[src/rtl/evm_pkg.sv]
// Shared constants for the XOR vote-record encoder and its key schedule.
package evm_pkg;

  localparam int unsigned KEY_W  = 64;
  localparam int unsigned DATA_W = 80;

  localparam logic [1:0] ST_IDLE  = 2'd0;
  localparam logic [1:0] ST_ROUND = 2'd1;
  localparam logic [1:0] ST_DONE  = 2'd2;

endpackage

[src/rtl/evm_key_round.sv]
// One key-schedule round: rotate left by ROT, then XOR the round index into the LSB byte.
module evm_key_round
  import evm_pkg::*;
#(
  parameter int unsigned ROT = 3
) (
  input  logic [0:KEY_W-1] k,
  input  logic [7:0]       idx,
  output logic [0:KEY_W-1] f
);

  logic [0:KEY_W-1] rotl;

  // Bit 0 is the MSB, so a numeric left shift moves bits toward index 0.
  assign rotl = (k << ROT) | (k >> (KEY_W - ROT));
  assign f    = rotl ^ {{(KEY_W-8){1'b0}}, idx};

endmodule

[src/rtl/evm_key_schedule.sv]
// Iterated rotate/XOR key derivation, one round per clock, result held with a level key_valid.
module evm_key_schedule #(
  parameter int unsigned KEY_W  = 64,
  parameter int unsigned ROUNDS = 16,
  parameter int unsigned ROT    = 3
) (
  input  logic             clk,
  input  logic             rst,
  input  logic             start,
  input  logic [0:KEY_W-1] seed_in,
  output logic             busy,
  output logic             key_valid,
  output logic [0:KEY_W-1] final_key
);
  import evm_pkg::*;

  logic [1:0]       state;
  logic [0:KEY_W-1] work;
  logic [7:0]       cnt;
  logic [0:KEY_W-1] round_out;
  logic             last_round;

  evm_key_round #(.ROT(ROT)) u_round (
    .k   (work),
    .idx (cnt),
    .f   (round_out)
  );

  assign last_round = (cnt == 8'(ROUNDS - 1));

  always_ff @(posedge clk) begin
    if (rst) begin
      state     <= ST_IDLE;
      busy      <= 1'b0;
      key_valid <= 1'b0;
      final_key <= '0;
      work      <= '0;
      cnt       <= '0;
    end else begin
      case (state)
        ST_IDLE, ST_DONE: begin
          // final_key is left untouched so the previous key stays visible until replaced.
          if (start) begin
            work      <= seed_in;
            cnt       <= '0;
            busy      <= 1'b1;
            key_valid <= 1'b0;
            state     <= ST_ROUND;
          end
        end
        ST_ROUND: begin
          work <= round_out;
          cnt  <= cnt + 8'd1;
          if (last_round) begin
            final_key <= round_out;
            key_valid <= 1'b1;
            busy      <= 1'b0;
            state     <= ST_DONE;
          end
        end
        default: state <= ST_IDLE;
      endcase
    end
  end

endmodule

[config.mk]
export PLATFORM = sky130hd
export DESIGN_NAME = evm_key_schedule
export DESIGN_NICKNAME = d
export VERILOG_FILES = /design/src/rtl/evm_pkg.sv /design/src/rtl/evm_key_round.sv /design/src/rtl/evm_key_schedule.sv
export SDC_FILE = /design/constraint.sdc
export NUM_CORES = 1
export LEC_CHECK = 0
export CAP_MARGIN = 15
export CORE_MARGIN = 3
export CORE_UTILIZATION = 62
export DETAILED_ROUTE_END_ITERATION = 10
export DONT_BUFFER_PORTS = 1
export GPL_TIMING_DRIVEN = 1
export PLACE_DENSITY_LB_ADDON = 0.05
export SYNTH_ARGS = -nofsm -noshare
export SYNTH_HDL_FRONTEND = slang
export SYNTH_SLANG_ARGS = --single-unit
[constraint.sdc]
create_clock -name clk -period 1.9 [get_ports clk]
set_clock_uncertainty 0.2 [all_clocks]
set_input_delay 0.38 -clock clk [delete_from_list [all_inputs] [get_ports clk]]
set_output_delay 0.38 -clock clk [all_outputs]
set_load 0.02 [all_outputs]
Word level (Yosys, flattened, before mapping). Cells that the tools add are included.

Bits in registers: 140. Input port bits: 67. Output and inout bits: 66. Word-level logic and storage cells: 34.

$add $sub $neg: 1. Equal/unequal tests: 5. Multiplexer cells: 13. Bitwise gates (word level): 2. Reductions and logical operators: 7.

Operators with widths (number): 64-bit one-hot mux with 2 select lines (1); 64-bit two-way mux (1); 64-bit by 3-bit OR with 64-bit output (1); 64-bit by 8-bit bitwise XOR with 64-bit output (1); 8-bit one-hot mux with 2 select lines (1); 8-bit by 1-bit adder with 8-bit output (second input constant) (1); 8-bit by 4-bit == test with 1-bit output (second input constant) (1); 8-bit two-way mux (1); 2-bit AND reduction (3); 1-bit two-way mux (4); 2-bit two-way mux (2); 2-bit != test (second input constant) (2); 1-bit one-hot mux with 2 select lines (2); 2-bit one-hot mux with 2 select lines (1); 3-bit AND reduction (1); 2-bit by 1-bit == test with 1-bit output (second input constant) (1); 2-bit == test (second input constant) (1); 2-bit logical NOT (1); 2-bit nonzero test (1); 2-bit OR reduction (1).

Logic depth before layout (Yosys ltp).
Word-level depth: 4. Depth in mapped cells: 8. Depth with buffers taken out: 5.

By module. A second synthesis with hierarchy kept.

Cell total of the unflattened synthesis: 692. Area total of the unflattened synthesis: 5718.0 µm².

By module, submodules not included: evm_key_schedule (times used 1, cells an instance 628, area each 5227.5 µm², seq. area each 2802.7 µm²); evm_key_round (times used 1, cells an instance 64, area each 490.5 µm², seq. area each 0.0 µm²).

Least setup slack after synthesis. Ideal clock, no wire load.

Path type: register -> register. Start: register cnt[0]. End: register final_key[42] (netlist name). Library setup time: 0.070 ns. Arrival: 1.513 ns. Setup slack: 0.117 ns. Stages on the path, launching flop included: 9. Path buffers: 3. Period minus slack after synthesis: 1.783 ns. Cells stage by stage: dfxtp_1 -> ha_1 -> and3_1 -> buf_2 -> nand3_1 -> buf_2 -> buf_4 -> nand2_1 -> a21oi_1.

Word-level cells in the longest chain between the ends: 2.

Ends and longest elaborated chain: start, declared (line evm_key_schedule.sv:19) `logic [7:0] cnt;`; start signal, assigned (line evm_key_schedule.sv:53) `cnt <= cnt + 8'd1;`; 8-bit by 4-bit == test with 1-bit output (line evm_key_schedule.sv:29) `assign last_round = (cnt == 8'(ROUNDS - 1));`; 2-bit AND reduction (no source line); end signal, assigned (line evm_key_schedule.sv:55) `final_key <= round_out;`; end, declared (line evm_key_schedule.sv:13) `output logic [0:KEY_W-1] final_key`.

Every way passes these cells. A chain may end at the register's enable or synchronous reset.

Worst setup path in the final report.
Start: register cnt[1]. End: register final_key[36] (netlist name).

Same word-level chain as after synthesis.

==> results.txt <==
outcome: finished, violations left
failing checks: negative hold slack
max incr delay on CP: 0.34 ns
PortBufs: 0
minimum clock period: 1.78 ns
worst r2r path cells: 7
Crit-path slowest cell: dfxtp_2
Cell Area, Synth: 5280 µm²
power share of the sequential group: 47.0%
die width: 98.3 µm
final-stage net count: 679
YS warnings: 0
first-pass GRT wire length: 19900 µm
sequential fraction of the synthesis area: 53.1%
switch share: 23.4%
final core occ: 72.1%
Final Hold Fails: 140
Startpoint Class: flip-flop
residual DRC count: 0
Ports: 133
Tcrit/Tclk final: 93.9%
Worst Hold Slack: -0.265 ns
Die Y: 98.3 µm
Tightest Pin Transition: 0.396 ns
CTS Buf Count: 17
DR iter-0 viols: 252
WP depth: 7
Power Internal: 5.09 mW
Total GRT Usage: 25.2%
Synth top area share: 53.1%
clock share of power: 47.4%
dpl ws: 0.0979 ns
H-tree Lvls: 4
Worst setup EP type: flip-flop
Worst Hold Depth: 1
VDD IR max: 0.605 mV
Fill cells: 682
Synth Instances: 628
Leakage: 1.99 nW
Setup Buffers After CTS: 0
distinct cell type count after synthesis: 28
ranking of synthesized cells by area: dfxtp_1 (53%), nand2_1 (12%), a21oi_1 (12%)
Starting Density: 64.0%
post-route setup slack: 0.115 ns
Worst path most repeated cell: buf_4
Antenna diodes: 0
PD cells: 1120 nW/µm²
DP Wirelength: 7940 µm
CTS sink cnt: 140
clk slew on worst S/H paths: 0.06 ns
Syn Nets: 696
total number of vias: 4413
synth-to-layout area growth: 12.8%
syn_area_per_cell: 8.41 µm²
grt total ovfl: 0
Clock Root Buffer: clkbuf_8
max-cap viol count: 0
Crit Path Max Fanout: 21
vias in the first global route: 4016
DIE AREA: 9660 µm²
Synth Register Bits: 140
core area: 8260 µm²
Routed WL: 12800 µm
antenna violations before repair: 0
WP data arrival: 2.02 ns
Wirelength per Cell: 17.6 µm
Clock Path Buffers: 2
clock latency on the worst-skew pair: 0.51 ns
Hold Crit Class: input port to flip-flop
Routed Antenna Nets: 0
worst-path cell chain: ha_2, and3_1, buf_4, nand3_2, buf_4, nand2_1, a21oi_1
Combinational Power Share: 5.6%
FMAX: 560 MHz
CP delay by family, top: buffers and inverters
Switch Pwr: 1.56 mW
slew margin rel.: 73.6%
Final TNS setup: 0 ns
critical path type: flip-flop to flip-flop
Worst Path Buf+Inv: 2
layout cells sized above 1: 10.3%
GP Congestion: 0.897
largest net degree at the start of global routing: 141
Rows: 33
1st-pass router iterations: 5
RSZ-0062 raised after global routing: no
area leader, netlist: dfxtp_1
Req. time, crit path: 2.14 ns
setup violators final: 0
vias per cell: 6.05
Final Max Tran Viols: 0
CTS tree: done
[routing by layer]
metal,GRT usage [%],share of wire (%)
met5,0,0
met4,8.93,1.6
met3,7.36,7.6
met2,39.9,49
met1,32.9,42
[flip-flops by register name (all words and copies together), names as in the netlist]
name       flops
work          64
state          2
cnt            8
key_valid      1
final_key     64
busy           1
[placed cells by master (no fill, tap or decap), types with 3 or more instances in the layout]
| cell type | instances |
|---|---|
| a22oi_1 | 57 |
| xnor2_1 | 8 |
| dfxtp_1 | 139 |
| a21oi_1 | 122 |
| nor2_1 | 35 |
| buf_12 | 4 |
| buf_4 | 13 |
| a211oi_2 | 6 |
| clkinv_2 | 3 |
| nand2_1 | 173 |
| clkinvlp_4 | 4 |
| a221oi_1 | 8 |
| clkbuf_16 | 17 |
| a211oi_1 | 3 |
[power by group through the flow]
stage	registers, mW	logic (mW)	clock network, mW
after floorplan	3.17	0.322	0
after global placement	3.18	0.356	0
after detailed placement	3.19	0.365	0
after CTS	3.13	0.369	3.18
after global routing	3.14	0.413	3.31
final	3.13	0.370	3.15
[kinds of logic (layout without fill, tap and decap cells)]
logic type / after synthesis / count (layout) / share of synthesized area (%)
adders and majority gates: 1 / 1 / 0.237
buffers and inverters: 54 / 50 / 5.00
and+or+nand+nor: 224 / 224 / 16.8
AOI/OAI and AO/OA: 200 / 200 / 23.4
xor gates and xnor gates: 8 / 8 / 1.33
DFF: 140 / 140 / 53.1
muxes: 1 / 1 / 0.213
[cells in the mapped netlist, drive strengths merged]
library cell / number
buf: 23
ha: 1
or3: 2
nand2b: 2
mux2: 1
a211oi: 9
nor4: 2
o311ai: 1
nor2: 36
clkbuf: 31
nand3: 3
a221oi: 8
xnor2: 8
and3: 2
o21ai: 1
or4: 1
a22oi: 57
nor2b: 2
dfxtp: 140
nand2: 173
o211ai: 2
a21oi: 122
nand3b: 1
[metrics by stage]
step,instance area (µm²),total power [mW],instances
global placement,5350,3.54,696
CTS,5920,6.68,728
finish,5960,6.65,729
global route,5960,6.87,729
detailed placement,5350,3.55,696
floorplan,5280,3.49,628
[path summary, 6_finish.rpt]
kind                                                    to  slack, ns                  start
worst max-delay path            final_key[36]$_SDFFE_PP0P_       0.12    cnt[1]$_SDFFE_PP0P_
worst min-delay path            final_key[28]$_SDFFE_PP0P_      -0.26                    rst
worst max register to register  final_key[36]$_SDFFE_PP0P_       0.12    cnt[1]$_SDFFE_PP0P_
worst min register to register  final_key[31]$_SDFFE_PP0P_       0.26  work[34]$_SDFFE_PP0P_
[timing repair]
action                                  CTS  global route
endpoints found under the setup margin    0            22
resized for setup                         0             3
endpoints found under the hold margin   140           140
[final cells by class]
cell class / count / area (µm²) / share of cell area, %
clock buffer: 19 / 432 / 7.25
tap: 105 / 131 / 2.21
timing repair buffer: 18 / 203 / 3.40
clock inverter: 13 / 140 / 2.35
sequential: 140 / 2800 / 47.1
multi-input combinational: 434 / 2250 / 37.7
No activity file was read; power rests on OpenSTA's default activity.
